### src/rtl/id_ex_stage.sv
// ID/EX pipeline register and execute-operand front end of the pipelined OTTER core.
// Latches decoded instruction state and resolves RAW hazards by forwarding from EX/MEM and MEM/WB.
// Detects load-use hazards and drives the ALU operands, store data and branch/jump targets.
//
// Ports:
//   clk, rst_n                      clock, async active-low reset
//   stall, flush                    external hold / branch-taken bubble request
//   id_*                            decoded instruction fields from the ID stage
//   mem_rd/mem_reg_write/mem_fwd_data   EX/MEM forward source
//   wb_rd/wb_reg_write/wb_data          MEM/WB forward source
//   alu_a, alu_b                    ALU operands (combinational)
//   alu_ctrl, ex_pc, ex_rd, ex_ctrl, ex_valid   registered stage state
//   ex_store_data, ex_br_target, ex_jalr_target combinational from stage regs + forwards
//   load_use_stall                  combinational; hold IF/ID this cycle
module id_ex_stage #(
    parameter int unsigned XLEN = 32,
    parameter int unsigned RA_W = 5
) (
    input  logic            clk,
    input  logic            rst_n,
    input  logic            stall,
    input  logic            flush,
    input  logic            id_valid,
    input  logic [XLEN-1:0] id_pc,
    input  logic [RA_W-1:0] id_rs1_addr,
    input  logic [RA_W-1:0] id_rs2_addr,
    input  logic [RA_W-1:0] id_rd_addr,
    input  logic            id_uses_rs1,
    input  logic            id_uses_rs2,
    input  logic [XLEN-1:0] id_rs1_data,
    input  logic [XLEN-1:0] id_rs2_data,
    input  logic [XLEN-1:0] id_imm,
    input  logic [4:0]      id_alu_ctrl,
    input  logic            id_a_sel,
    input  logic [1:0]      id_b_sel,
    input  logic [5:0]      id_ctrl,
    input  logic [RA_W-1:0] mem_rd,
    input  logic            mem_reg_write,
    input  logic [XLEN-1:0] mem_fwd_data,
    input  logic [RA_W-1:0] wb_rd,
    input  logic            wb_reg_write,
    input  logic [XLEN-1:0] wb_data,
    output logic [XLEN-1:0] alu_a,
    output logic [XLEN-1:0] alu_b,
    output logic [4:0]      alu_ctrl,
    output logic [XLEN-1:0] ex_store_data,
    output logic [XLEN-1:0] ex_br_target,
    output logic [XLEN-1:0] ex_jalr_target,
    output logic [XLEN-1:0] ex_pc,
    output logic [RA_W-1:0] ex_rd,
    output logic [5:0]      ex_ctrl,
    output logic            ex_valid,
    output logic            load_use_stall
);

    // ctrl bit order: {reg_write, mem_read, mem_write, branch, jal, jalr}
    localparam int unsigned CTRL_MEM_READ = 4;

    // operand B select encodings
    localparam logic [1:0] BSEL_RS2   = 2'd0;
    localparam logic [1:0] BSEL_IMM   = 2'd1;
    localparam logic [1:0] BSEL_FOUR  = 2'd2;

    logic [RA_W-1:0] ex_rs1_addr;
    logic [RA_W-1:0] ex_rs2_addr;
    logic [XLEN-1:0] ex_rs1_data;
    logic [XLEN-1:0] ex_rs2_data;
    logic [XLEN-1:0] ex_imm;
    logic            ex_a_sel;
    logic [1:0]      ex_b_sel;

    logic            wb_ok;
    logic            mem_ok;
    logic            wb_hit_id_rs1;
    logic            wb_hit_id_rs2;
    logic            wb_hit_ex_rs1;
    logic            wb_hit_ex_rs2;
    logic            mem_hit_ex_rs1;
    logic            mem_hit_ex_rs2;
    logic            hazard;
    logic [XLEN-1:0] fwd_rs1;
    logic [XLEN-1:0] fwd_rs2;

    // Forward-source match terms; x0 never forwards
    always_comb begin
        wb_ok          = wb_reg_write && (wb_rd != '0);
        mem_ok         = mem_reg_write && (mem_rd != '0);
        wb_hit_id_rs1  = wb_ok && (wb_rd == id_rs1_addr);
        wb_hit_id_rs2  = wb_ok && (wb_rd == id_rs2_addr);
        wb_hit_ex_rs1  = wb_ok && (wb_rd == ex_rs1_addr);
        wb_hit_ex_rs2  = wb_ok && (wb_rd == ex_rs2_addr);
        mem_hit_ex_rs1 = mem_ok && (mem_rd == ex_rs1_addr);
        mem_hit_ex_rs2 = mem_ok && (mem_rd == ex_rs2_addr);
    end

    // Load-use detection; suppressed when stall or flush already governs the edge
    always_comb begin
        hazard = ex_valid && ex_ctrl[CTRL_MEM_READ] && (ex_rd != '0) && id_valid &&
                 ((id_uses_rs1 && (id_rs1_addr == ex_rd)) ||
                  (id_uses_rs2 && (id_rs2_addr == ex_rd)));
        load_use_stall = hazard && !stall && !flush;
    end

    // Stage register: flush > stall > load-use bubble > load
    always_ff @(posedge clk or negedge rst_n) begin
        if (!rst_n) begin
            ex_valid    <= 1'b0;
            ex_ctrl     <= '0;
            alu_ctrl    <= '0;
            ex_pc       <= '0;
            ex_rd       <= '0;
            ex_rs1_addr <= '0;
            ex_rs2_addr <= '0;
            ex_rs1_data <= '0;
            ex_rs2_data <= '0;
            ex_imm      <= '0;
            ex_a_sel    <= 1'b0;
            ex_b_sel    <= '0;
        end else if (flush || load_use_stall) begin
            ex_valid <= 1'b0;
            ex_ctrl  <= '0;
        end else if (stall) begin
            // held operands must not miss a writeback that retires while frozen
            if (wb_hit_ex_rs1) begin
                ex_rs1_data <= wb_data;
            end
            if (wb_hit_ex_rs2) begin
                ex_rs2_data <= wb_data;
            end
        end else begin
            ex_valid    <= id_valid;
            ex_ctrl     <= id_valid ? id_ctrl : 6'b0;
            alu_ctrl    <= id_alu_ctrl;
            ex_pc       <= id_pc;
            ex_rd       <= id_rd_addr;
            ex_rs1_addr <= id_rs1_addr;
            ex_rs2_addr <= id_rs2_addr;
            // same-cycle WB bypass: regfile read does not yet see this write
            ex_rs1_data <= wb_hit_id_rs1 ? wb_data : id_rs1_data;
            ex_rs2_data <= wb_hit_id_rs2 ? wb_data : id_rs2_data;
            ex_imm      <= id_imm;
            ex_a_sel    <= id_a_sel;
            ex_b_sel    <= id_b_sel;
        end
    end

    // Operand forwarding; the younger EX/MEM result wins over MEM/WB
    always_comb begin
        fwd_rs1 = ex_rs1_data;
        fwd_rs2 = ex_rs2_data;
        if (mem_hit_ex_rs1) begin
            fwd_rs1 = mem_fwd_data;
        end else if (wb_hit_ex_rs1) begin
            fwd_rs1 = wb_data;
        end
        if (mem_hit_ex_rs2) begin
            fwd_rs2 = mem_fwd_data;
        end else if (wb_hit_ex_rs2) begin
            fwd_rs2 = wb_data;
        end
    end

    // ALU operands, store data and targets
    always_comb begin
        alu_a = ex_a_sel ? ex_pc : fwd_rs1;
        case (ex_b_sel)
            BSEL_RS2:  alu_b = fwd_rs2;
            BSEL_IMM:  alu_b = ex_imm;
            BSEL_FOUR: alu_b = XLEN'(4);
            default:   alu_b = '0;
        endcase
        ex_store_data  = fwd_rs2;
        ex_br_target   = ex_pc + ex_imm;
        ex_jalr_target = (fwd_rs1 + ex_imm) & ~XLEN'(1);
    end

endmodule

### config.mk
export PLATFORM = sky130hd
export DESIGN_NAME = id_ex_stage
export DESIGN_NICKNAME = d
export VERILOG_FILES = /design/src/rtl/id_ex_stage.sv
export SDC_FILE = /design/constraint.sdc
export NUM_CORES = 1
export LEC_CHECK = 0
export BUFFER_PORTS_ARGS = -buffer_cell sky130_fd_sc_hd__buf_2
export CORE_AREA = 2 2 173 175
export CTS_CLUSTER_SIZE = 30
export DETAILED_ROUTE_END_ITERATION = 8
export DIE_AREA = 0 0 175 177
export HOLD_SLACK_MARGIN = 0.05
export PLACE_DENSITY = 0.69
export SYNTH_ARGS = -nofsm -noshare
export SYNTH_HDL_FRONTEND = slang
export SYNTH_SLANG_ARGS = --single-unit
### constraint.sdc
create_clock -name clk -period 11.3 [get_ports clk]
set_input_delay 3.39 -clock clk [delete_from_list [all_inputs] [get_ports clk]]
set_output_delay 3.39 -clock clk [all_outputs]
set_load 0.01 [all_outputs]
# [After elaboration in Yosys (flattened, before gate mapping)]
# Cells that the tools add are included.
[op_classes] mux=15 bitwise_logic=2 n_eq_ne=11 n_reduce_logical=25 add_sub_neg=2
[ops] op="32-bit two-way mux" count=9
[ops] op="32-bit one-hot mux with 3 select lines" count=1
[ops] op="32-bit adder" count=2
[ops] op="5-bit == test" count=8
[ops] op="6-bit two-way mux" count=3
[ops] op="1-bit logical AND" count=16
[ops] op="5-bit nonzero test" count=3
[ops] op="2-bit by 1-bit == test with 1-bit output (second input constant)" count=1
[ops] op="2-bit == test (second input constant)" count=1
[ops] op="1-bit zero test" count=2
[ops] op="2-bit zero test" count=1
[ops] op="1-bit logical OR" count=2
[ops] op="1-bit two-way mux" count=2
[ops] op="2-bit by 1-bit != test with 1-bit output (second input constant)" count=1
[ops] op="1-bit inverter" count=2
[ops] op="2-bit AND reduction" count=1
[totals] ff_bits=158 wordCells=67 in_bits=240 output_inout_bits=210

# [Longest topological paths before layout]
# Gate-level depths: netlist of the first run.
[depth] depth_word=9 ltp_mapped=19 depth_no_buf=17

# [Worst setup path after synthesis of the first run]
# Ideal clock, no wire load.
[synth_timing] path_kind="input -> output" start="in wb_rd[3]" end="out ex_jalr_target[25]" t_required_ns=7.910 cell_stages=17 arrival_ns=6.993 setup_slack_ns=0.917 n_path_buf=2 path_cell_list="buf_2 -> or4_4 -> o21ai_4 -> nor3_2 -> buf_2 -> mux2i_1 -> o21ai_0 -> ha_1 -> a21oi_1 -> o21ai_0 -> a221oi_1 -> nor2_1 -> a211oi_1 -> a21oi_1 -> a211oi_1 -> o31ai_1 -> xor2_1"
[synth_via] elab_chain_cells=6 elab_cells_between_ends=7 cone_classes="1 x add/sub; 1 x eq/ne; 2 x mux; 3 x reduce/logical"
[synth_rtl] element="start: declaration" line="40" rtl="input logic [RA_W-1:0] wb_rd,"
[synth_rtl] element="5-bit nonzero test" line="86" rtl="wb_ok = wb_reg_write && (wb_rd != '0);"
[synth_rtl] element="1-bit logical AND" line="86"
[synth_rtl] element="1-bit logical AND (*)" line="90" rtl="wb_hit_ex_rs1 = wb_ok && (wb_rd == ex_rs1_addr);"
[synth_rtl] element="32-bit two-way mux (*)" line="153" rtl="end else if (wb_hit_ex_rs1) begin"
[synth_rtl] element="32-bit two-way mux (*)" line="151" rtl="if (mem_hit_ex_rs1) begin"
[synth_rtl] element="32-bit adder (*)" line="174" rtl="ex_jalr_target = (fwd_rs1 + ex_imm) & ~XLEN'(1);"
[synth_rtl] element="end: declaration" line="48" rtl="output logic [XLEN-1:0] ex_jalr_target,"
# Every way passes the cells marked *; elsewhere a longest branch is shown, timed or not.

# [Worst setup path after layout of the first run]
[layout_timing] start="in wb_rd[3]" end="out ex_jalr_target[24]"
# The elaborated chain is that of the path after synthesis.

==> impl_metrics.yaml, run 1 <==
drt:
  drt_wl_total_um: 48000
  drc: 0
  vias: 12441
  first_pass_iters: 6
  wl_per_cell_um: 22.3
  drt_iter0_markers: 1028
  via_per_inst: 5.78
  drtAntennaViolNets: 0
floorplanning:
  coreArea_um2: 29200
  io_pins: 450
  placementRows: 63
  die_w_um: 175
  die-area_um2: 31000
  start_util_pct: 41.3
  fp.dieH_um: 177
hold_path:
  hp-class: "register to register"
  min_path_cells: 1
  min_from: "ex_ctrl[5]"
synthesis:
  synth_common_cells: "158 x dfrtp_1, 131 x nor2_1, 120 x a21oi_1"
  yosysSeqAreaShare_pct: 32.7
  synthTopCellsByArea: "dfrtp_1 33%, mux2_2 11%, mux2i_1 8.0%"
  yosysMostFrequentCell: "dfrtp_1"
  yosys.cell_types.count: 70
  synth_edf_count: 0
  synth-seq-cells: 158
  syn-cell-area_um2: 12100
  synth.top_cell.area_share_pct: 32.7
  synth.net_count: 1653
  async_flop_share_pct: 100
  syn_inst: 1346
  ys_warn_count: 0
  ys.flop_type: "dfrtp_1"
  yosys.area.top_type: "dfrtp_1"
  syn-mean-instance-area_um2: 8.98
placement:
  hpwl_um: 37700
  gp_congestion: 0.983
  io_buffers: 448
  pre_cts_ws_ns: 0.154
  place_inst: 2112
clock_tree:
  cts.clk_slew.worst_paths_ns: 0.07
  postCtsResizedCells: 0
  cts_tree: "yes"
  ctsHoldBuffers: 0
  clockRootBuffer: "clkbuf_16"
  htree_levels: 4
  cts_buffers: 17
  clock_path_buffers: 2
  clk_latency_ns: 0.44
  cts_sinks: 158
  cts_setup_buffers: 0
timing:
  slew_viol_final: 0
  max_slew_margin_pct: 19.0
  final.setup.worst_slack_ns: 0.267
  finClkSkew_ns: 0.0106
  hold_violations: 0
  fin_setup_tns_ns: 0
  min_period_ns: 11.03
  fmax_mhz: 90.6
  rsz0062_at_grt: "no"
  worstMarginPinSlew_ns: 1.19
  post-route-period-util_pct: 97.6
  setup-violations-final: 0
final_layout:
  drive_gt1_share_pct: 36.2
  area_delta_synth_final_pct: 26.7
  final_cells: 2154
  nets: 2048
worst_setup_path:
  critPathLaunch: "wb_rd[3]"
  r2r_cells: 9
  r2r-start: "ex_rd[4]"
  endpoint_kind: "output pin"
  crit_fanout: 14
  startpoint_type: "primary input"
  arrival_ns: 7.64
  worstPathRequired_ns: 7.91
  crit_type: "primary input to output pin"
power:
  switching_share_pct: 43.4
  combPwrFrac_pct: 51.7
  internal-power_uw: 1570
  cellPowerDensity_nw_per_um2: 182
  p_leak_uw: 0.00694
  clkPwrFrac_pct: 21.4
  seqPwrFrac_pct: 26.9
  vdd_drop_max_v: 0.0000966
  p_sw_uw: 1210
status:
  status: "finished, final reports clean"
global_route:
  grt_usage_pct: 30.3
  antenna_found_initial: 13
  grt-ovfl-total: 0
  grt_pass1_vias: 11759
  grt_max_degree: 78
  grt_pass1_wl_um: 70700
run:
  max-cap-violations: 0
-- metrics by stage --
| stage | total power [uW] | util (%) | instance area, um2 | hold slack [ns] |
|---|---|---|---|---|
| global placement | 2170 | 50.2 | 14700 | 0.472 |
| detailed placement | 2170 | 50.2 | 14700 | 0.481 |
| global route | 2940 | 52.3 | 15300 | 0.531 |
| CTS | 2780 | 52.2 | 15300 | 0.499 |
| finish | 2780 | 52.4 | 15300 | 0.501 |
| floorplan | 1590 | - | 12100 | 0.494 |
-- power groups by stage --
| stage | logic [uW] | registers, uW | clock network [uW] |
|---|---|---|---|
| 6_report | 1440 | 748 | 596 |
| 5_1_grt | 1550 | 758 | 635 |
| 4_1_cts | 1420 | 746 | 608 |
| 3_5_place_dp | 1420 | 756 | 0 |
| 3_3_place_gp | 1410 | 755 | 0 |
| 2_1_floorplan | 874 | 719 | 0 |
-- worst paths after layout --
check                                     end  slack [ns]
setup / recovery           ex_jalr_target[24]        0.27
max in group asynchronous         ex_b_sel[0]        7.23
hold / removal                     ex_ctrl[5]        0.50
setup reg to reg                    ex_pc[17]        7.12
min in group asynchronous         alu_ctrl[1]        2.89
hold reg to reg                    ex_ctrl[5]        0.50
-- cells in the final DEF (no fill, tap or decap), types with 3 or more instances in the layout --
cell type,synthesis,final
o21bai_1,9,9
and4_1,4,3
inv_6,0,3
mux2_2,114,114
buf_2,11,447
o211ai_1,4,4
inv_1,27,27
a32o_1,6,6
nor3_1,10,9
nor4_1,5,5
xor2_1,30,30
a31oi_1,9,9
o31a_1,4,4
nand2_1,102,102
o21ai_1,5,11
xnor2_1,70,70
clkinv_4,0,4
o21ai_0,88,82
o22ai_1,65,65
mux2i_1,96,94
a41o_1,3,3
dfrtp_1,158,157
a211oi_1,5,4
nor2b_1,9,7
diode_2,0,10
and3_1,7,7
nor2_1,131,131
and2_1,6,6
clkbuf_16,0,17
nand3_1,14,14
buf_4,1,16
nand2b_1,6,5
a21o_1,28,28
a21oi_1,120,120
o21a_1,7,7
ha_1,65,65
nand4_1,8,8
-- registers in the layout, summed over array words and instances, names as in the netlist --
register	cells
alu_ctrl	5
ex_a_sel	1
ex_b_sel	2
ex_ctrl	6
ex_imm	32
ex_pc	32
ex_rd	5
ex_rs1_addr	5
ex_rs1_data	32
ex_rs2_addr	5
ex_rs2_data	32
ex_valid	1
-- critical path, cell delays in order --
cell      delay, ns
buf_2          0.15
or4_4          0.55
o21ai_4        0.24
nor3_4         0.07
buf_4          0.22
mux2i_1        0.14
o21ai_1        0.29
ha_1           0.38
and4_1         0.27
a221oi_1       0.28
o21ai_0        0.17
o211ai_1       0.30
o21ai_1        0.15
a31oi_1        0.37
o21ai_1        0.13
a21oi_1        0.18
xnor2_1        0.18
buf_2          0.18
-- cell type report --
type	count	area [um2]
inverter	27	101
clock buffer	19	443
multi-input combinational	1072	7760
antenna	10	25.0
timing repair buffer	465	2390
fill	2779	13900
clock inverter	13	154
tap	390	488
sequential	158	3960
-- per-layer routing --
layer / GRT usage (%) / vias up / part of all wire [%]
met3: 8.35 / 90 / 9.5
met2: 47.5 / 658 / 45
li1: - / 5696 / -
met1: 40.2 / 5991 / 42
met5: 0 / - / 0.079
met4: 10.8 / 6 / 3.2
-- logic make-up after synthesis --
family,share of synthesized area (%)
compound gates,19.1
simple gates,11.5
mux,18.6
flops,32.7
buf+inv,3.75
xor+xnor,7.25
fa+ha+maj,7.06
other cells,0.0310
Power figures use the tool's default switching activity.
==> inputs of run 2 (changes only) <==
CORE_AREA = unset   (was 2 2 173 175)
CORE_MARGIN = 2   (was unset)
CORE_UTILIZATION = 30   (was unset)
DIE_AREA = unset   (was 0 0 175 177)
PLACE_DENSITY = unset   (was 0.69)
clock period = 10.95 ns   (was 11.3 ns; I/O delays follow)
==> run 2 against run 1 <==
  * Flip-flop and latch count did not move
  * Die area rose by 35%
  * Register-to-register slack improved by 0.40 ns
  * Core utilization fell by 13 points
  * Worst setup slack got worse by 0.022 ns
  * Largest power group unchanged
  * Highest routed layer unchanged
==> impl_metrics.yaml, run 2 (synthesis gave the netlist of run 1 again) <==
power:
  vdd_drop_max_v: 0.000106
  internal-power_uw: 1650
  total_power_uw: 2920
  combPwrFrac_pct: 52.0
  p_leak_uw: 0.00700
  clkPwrFrac_pct: 21.8
  cellPowerDensity_nw_per_um2: 188
  p_sw_uw: 1270
  switching_share_pct: 43.6
  seqPwrFrac_pct: 26.3
worst_setup_path:
  crit_fanout: 14
  endpoint_kind: "output pin"
  worstPathRequired_ns: 7.67
  regToRegSetupSlack_ns: 7.52
  crit_type: "primary input to output pin"
  arrival_ns: 7.42
  startpoint_type: "primary input"
drt:
  drt_wl_total_um: 51100
  first_pass_iters: 5
  drc: 0
  vias: 12101
  drtAntennaViolNets: 0
  wl_per_cell_um: 22.3
  drt_iter0_markers: 694
  via_per_inst: 5.27
timing:
  fmax_mhz: 93.4
  slew_viol_final: 0
  min_period_ns: 10.71
  rsz0062_at_grt: "no"
  worstMarginPinSlew_ns: 1.15
  hold_violations: 0
  post-route-period-util_pct: 97.8
  max_slew_margin_pct: 21.8
  final.setup.worst_slack_ns: 0.245
  finClkSkew_ns: 0.0136
  fin_setup_tns_ns: 0
  setup-violations-final: 0
floorplanning:
  fp.dieH_um: 205
  io_pins: 450
  die-area_um2: 41900
  coreArea_um2: 39700
  start_util_pct: 30.4
  die_w_um: 205
  placementRows: 73
placement:
  pre_cts_ws_ns: -0.166
  gp_congestion: 0.976
  io_buffers: 448
  place_inst: 2258
  hpwl_um: 40500
clock_tree:
  cts.clk_slew.worst_paths_ns: 0.07
  clk_latency_ns: 0.47
  cts_sinks: 158
  clock_path_buffers: 2
  ctsHoldBuffers: 0
  htree_levels: 4
  cts_tree: "yes"
  clockRootBuffer: "clkbuf_16"
  cts_buffers: 17
hold_path:
  hp-class: "register to register"
final_layout:
  area_delta_synth_final_pct: 28.8
  nets: 2060
  final_cell_mix: "447 x buf_2, 157 x dfrtp_1, 131 x nor2_1"
  drive_gt1_share_pct: 36.7
  post-route-util_pct: 39.2
  fill_cells: 4053
  layout_commonest_cell: "buf_2"
  final_cells: 2295
global_route:
  grt_usage_pct: 23.9
  grt_max_degree: 90
  grt_pass1_wl_um: 74400
  grt-ovfl-total: 0
  antenna_found_initial: 10
  grt_pass1_vias: 11922
status:
  status: "finished, final reports clean"
run:
  max-cap-violations: 0
[run 2: area by class of cell]
type	instances	area, um2	area share, %
antenna	4	10.0	0.0643
clock buffer	19	433	2.78
clock inverter	13	154	0.989
inverter	27	101	0.651
multi-input combinational	1072	7790	50.0
sequential	158	3960	25.4
tap	525	657	4.22
timing repair buffer	477	2470	15.9
[run 2: final timing paths]
check                                      to  cells past startpoint        from
max                        ex_jalr_target[24]                     20    wb_rd[3]
max reg2reg                         ex_imm[8]                      9    ex_rd[3]
max in group asynchronous            ex_pc[7]                      2       rst_n
min in group asynchronous          ex_ctrl[5]                      1       rst_n
min                                ex_ctrl[0]                      1  ex_ctrl[0]
min reg2reg                        ex_ctrl[0]                      1  ex_ctrl[0]
[run 2: metrics by stage]
stage / area (um2) / hold WS [ns]
after CTS: 15500 / 0.502
after floorplan: 12100 / 0.494
final: 15600 / 0.494
after global routing: 15600 / 0.519
after detailed placement: 14900 / 0.484
after global placement: 14900 / 0.473
[run 2: power by group through the flow]
stage	registers (uW)	clock network, uW	logic [uW]
after detailed placement	780	0	1500
after CTS	768	651	1510
after floorplan	742	0	902
after global routing	780	672	1640
after global placement	778	0	1490
final	768	636	1520
[run 2: repair_timing]
| item | in CTS | in global routing |
|---|---|---|
| setup buffers | 0 | 1 |
| endpoints found under the setup margin | 2 | 8 |
| pin swaps | 0 | 2 |
| resized for setup | 2 | 10 |
[run 2: worst max-delay path: stages]
cell      delay (ns)
buf_2           0.15
or4_4           0.56
o21ai_4         0.17
nor3_4          0.06
buf_4           0.22
mux2i_1         0.17
o21ai_0         0.09
buf_4           0.15
ha_1            0.37
and4_1          0.25
a221oi_1        0.28
o21ai_0         0.17
o211ai_1        0.29
buf_4           0.17
o21ai_1         0.10
a31oi_2         0.30
o21ai_1         0.11
a21oi_1         0.19
xnor2_1         0.14
buf_2           0.19
[run 2: routing by layer]
layer | vias up | global-route usage, % | wire length [um]
met3 | 90 | 6.16 | 3430
met2 | 468 | 36.9 | 22900
met5 | - | 0 | 104
met1 | 5845 | 32.4 | 23300
li1 | 5682 | - | -
met4 | 16 | 7.87 | 1330
==> inputs of run 3 (changes only) <==
CORE_ASPECT_RATIO = 0.5   (was unset)
==> run 3 against run 2 <==
  * Sequential share of layout area about the same
  * Non-clock buffer count decreased by 1
  * Power decreased by 1.3%
  * Final area is 0.18% higher
  * Global-route usage increased by 0.36 points
  * Clock power is 6.9% lower
  * Core utilization is 0.49 points higher
==> impl_metrics.yaml, run 3 (synthesis gave the netlist of run 1 again) <==
timing:
  fmax_mhz: 92.8
  setup-violations-final: 0
  post-route-period-util_pct: 98.4
  hold_violations: 0
  max_slew_margin_pct: 22.9
  worstMarginPinSlew_ns: 1.13
  min_period_ns: 10.78
  slew_viol_final: 0
  finClkSkew_ns: 0.0136
run:
  max-cap-violations: 0
worst_setup_path:
  r2r-start: "ex_rd[0]"
  worstPathRequired_ns: 7.67
  regToRegSetupSlack_ns: 6.83
  crit_fanout: 20
  arrival_ns: 7.49
  r2r_cells: 9
  endpoint_kind: "output pin"
  startpoint_type: "primary input"
  regToRegEndpoint: "ex_imm[3]"
  crit_type: "primary input to output pin"
global_route:
  grt_pass1_wl_um: 76400
  antenna_found_initial: 16
  grt_usage_pct: 24.3
  grt_pass1_vias: 11835
  grt_max_degree: 95
  grt-ovfl-total: 0
status:
  status: "finished, final reports clean"
clock_tree:
  htree_levels: 4
  cts.clk_slew.worst_paths_ns: 0.06
  clk_latency_ns: 0.45
  clockRootBuffer: "clkbuf_16"
  cts_sinks: 158
  cts_buffers: 17
  clock_path_buffers: 2
  ctsHoldBuffers: 0
  cts_tree: "yes"
power:
  p_leak_uw: 0.00699
  total_power_uw: 2880
  cellPowerDensity_nw_per_um2: 185
  vdd_drop_max_v: 0.000111
final_layout:
  area_delta_synth_final_pct: 29.0
  drive_gt1_share_pct: 37.1
  post-route-util_pct: 39.7
  layout_commonest_cell: "buf_2"
  nets: 2060
  final_cell_mix: "447 x buf_2, 157 x dfrtp_1, 131 x nor2_1"
  final_cells: 2311
  fill_cells: 4080
drt:
  dr_wl_met2_um: 26200
  wl_met3_um: 2790
  drt_wl_total_um: 52800
  drt_iter0_markers: 1150
  wl_per_cell_um: 22.8
  top_layer: "met5"
  wirelength_met1_um: 22200
  via_per_inst: 5.31
  drtAntennaViolNets: 0
  first_pass_iters: 5
  vias: 12272
  drc: 0
floorplanning:
  start_util_pct: 30.7
  coreArea_um2: 39300
  die_w_um: 288
  fp.dieH_um: 146
  placementRows: 51
  io_pins: 450
  die-area_um2: 42000
hold_path:
  holdPathEnd: "ex_ctrl[5]"
  min_from: "ex_ctrl[5]"
  min_path_cells: 1
  hp-class: "register to register"
placement:
  place_inst: 2257
  gp_congestion: 0.930
  hpwl_um: 41000
  io_buffers: 448
## run 3: cell count changes in the layout (fill, tap and decap cells not counted), sizes merged
cell,before,now
clkinv,1,4
inv,34,33
diode,4,15
buf,477,476
bufinv,2,0
and4,4,5
## run 3: worst max-delay path by stage
stage,cells after the start,end,slack (ns),start
floorplan,17,ex_jalr_target[25],0.78,wb_rd[3]
global placement,18,ex_jalr_target[29],0.03,wb_rd[3]
detailed placement,18,ex_jalr_target[29],0.07,wb_rd[3]
CTS,18,ex_jalr_target[29],0.06,wb_rd[3]
global route,20,ex_jalr_target[28],-0.01,mem_rd[1]
finish,20,ex_jalr_target[28],0.17,mem_rd[1]
## run 3: worst max-delay path, stage by stage
cell and delay, ns:
buf_2 0.12, or4_1 0.52, o21a_2 0.26, and4_4 0.21, buf_12 0.14, buf_4 0.20, nand2b_4 0.11, and3_4 0.21
inv_1 0.06, fa_1 0.43, nor2b_2 0.16, o21bai_1 0.12, a21oi_2 0.19, o211ai_1 0.17, o31a_1 0.40, o31a_1 0.30
o21ai_1 0.15, a21oi_1 0.09, xnor2_1 0.19, buf_2 0.17
## run 3: what timing repair did
action,4_1_cts,5_1_grt
resized for setup,0,22
setup buffers,0,6
setup endpoints to repair,0,11
## run 3: area by class of cell
class,count,area [um2],share of cell area (%)
timing repair buffer,476,2470,15.8
tap,530,663,4.25
inverter,27,101,0.650
multi-input combinational,1073,7820,50.1
clock buffer,19,443,2.84
antenna,15,37.5,0.241
sequential,158,3960,25.4
clock inverter,13,108,0.690
## run 3: stage by stage
| stage | setup slack (ns) | area, um2 | hold WS, ns | TNS [ns] |
|---|---|---|---|---|
| floorplan | 0.777 | 12100 | 0.494 | 0 |
| global placement | 0.0317 | 14900 | 0.470 | 0 |
| detailed placement | 0.0702 | 14900 | 0.483 | 0 |
| CTS | 0.0556 | 15400 | 0.497 | 0 |
| global route | -0.0129 | 15600 | 0.503 | -0.0202 |
| finish | 0.171 | 15600 | 0.494 | 0 |
## run 3: metal layers
| metal | track usage (%) | vias to the layer above |
|---|---|---|
| met1 | 31.4 | 6044 |
| met2 | 40.6 | 433 |
| met4 | 8.73 | 2 |
| li1 | - | 5717 |
| met5 | 0 | - |
| met3 | 4.26 | 76 |
## run 3: report_power, final
group	internal (uW)	leakage, uW	switching [uW]
logic	637	0.00491	875
registers	665	0.00182	114
clock network	302	0.000265	290
total	1600	0.00699	1280
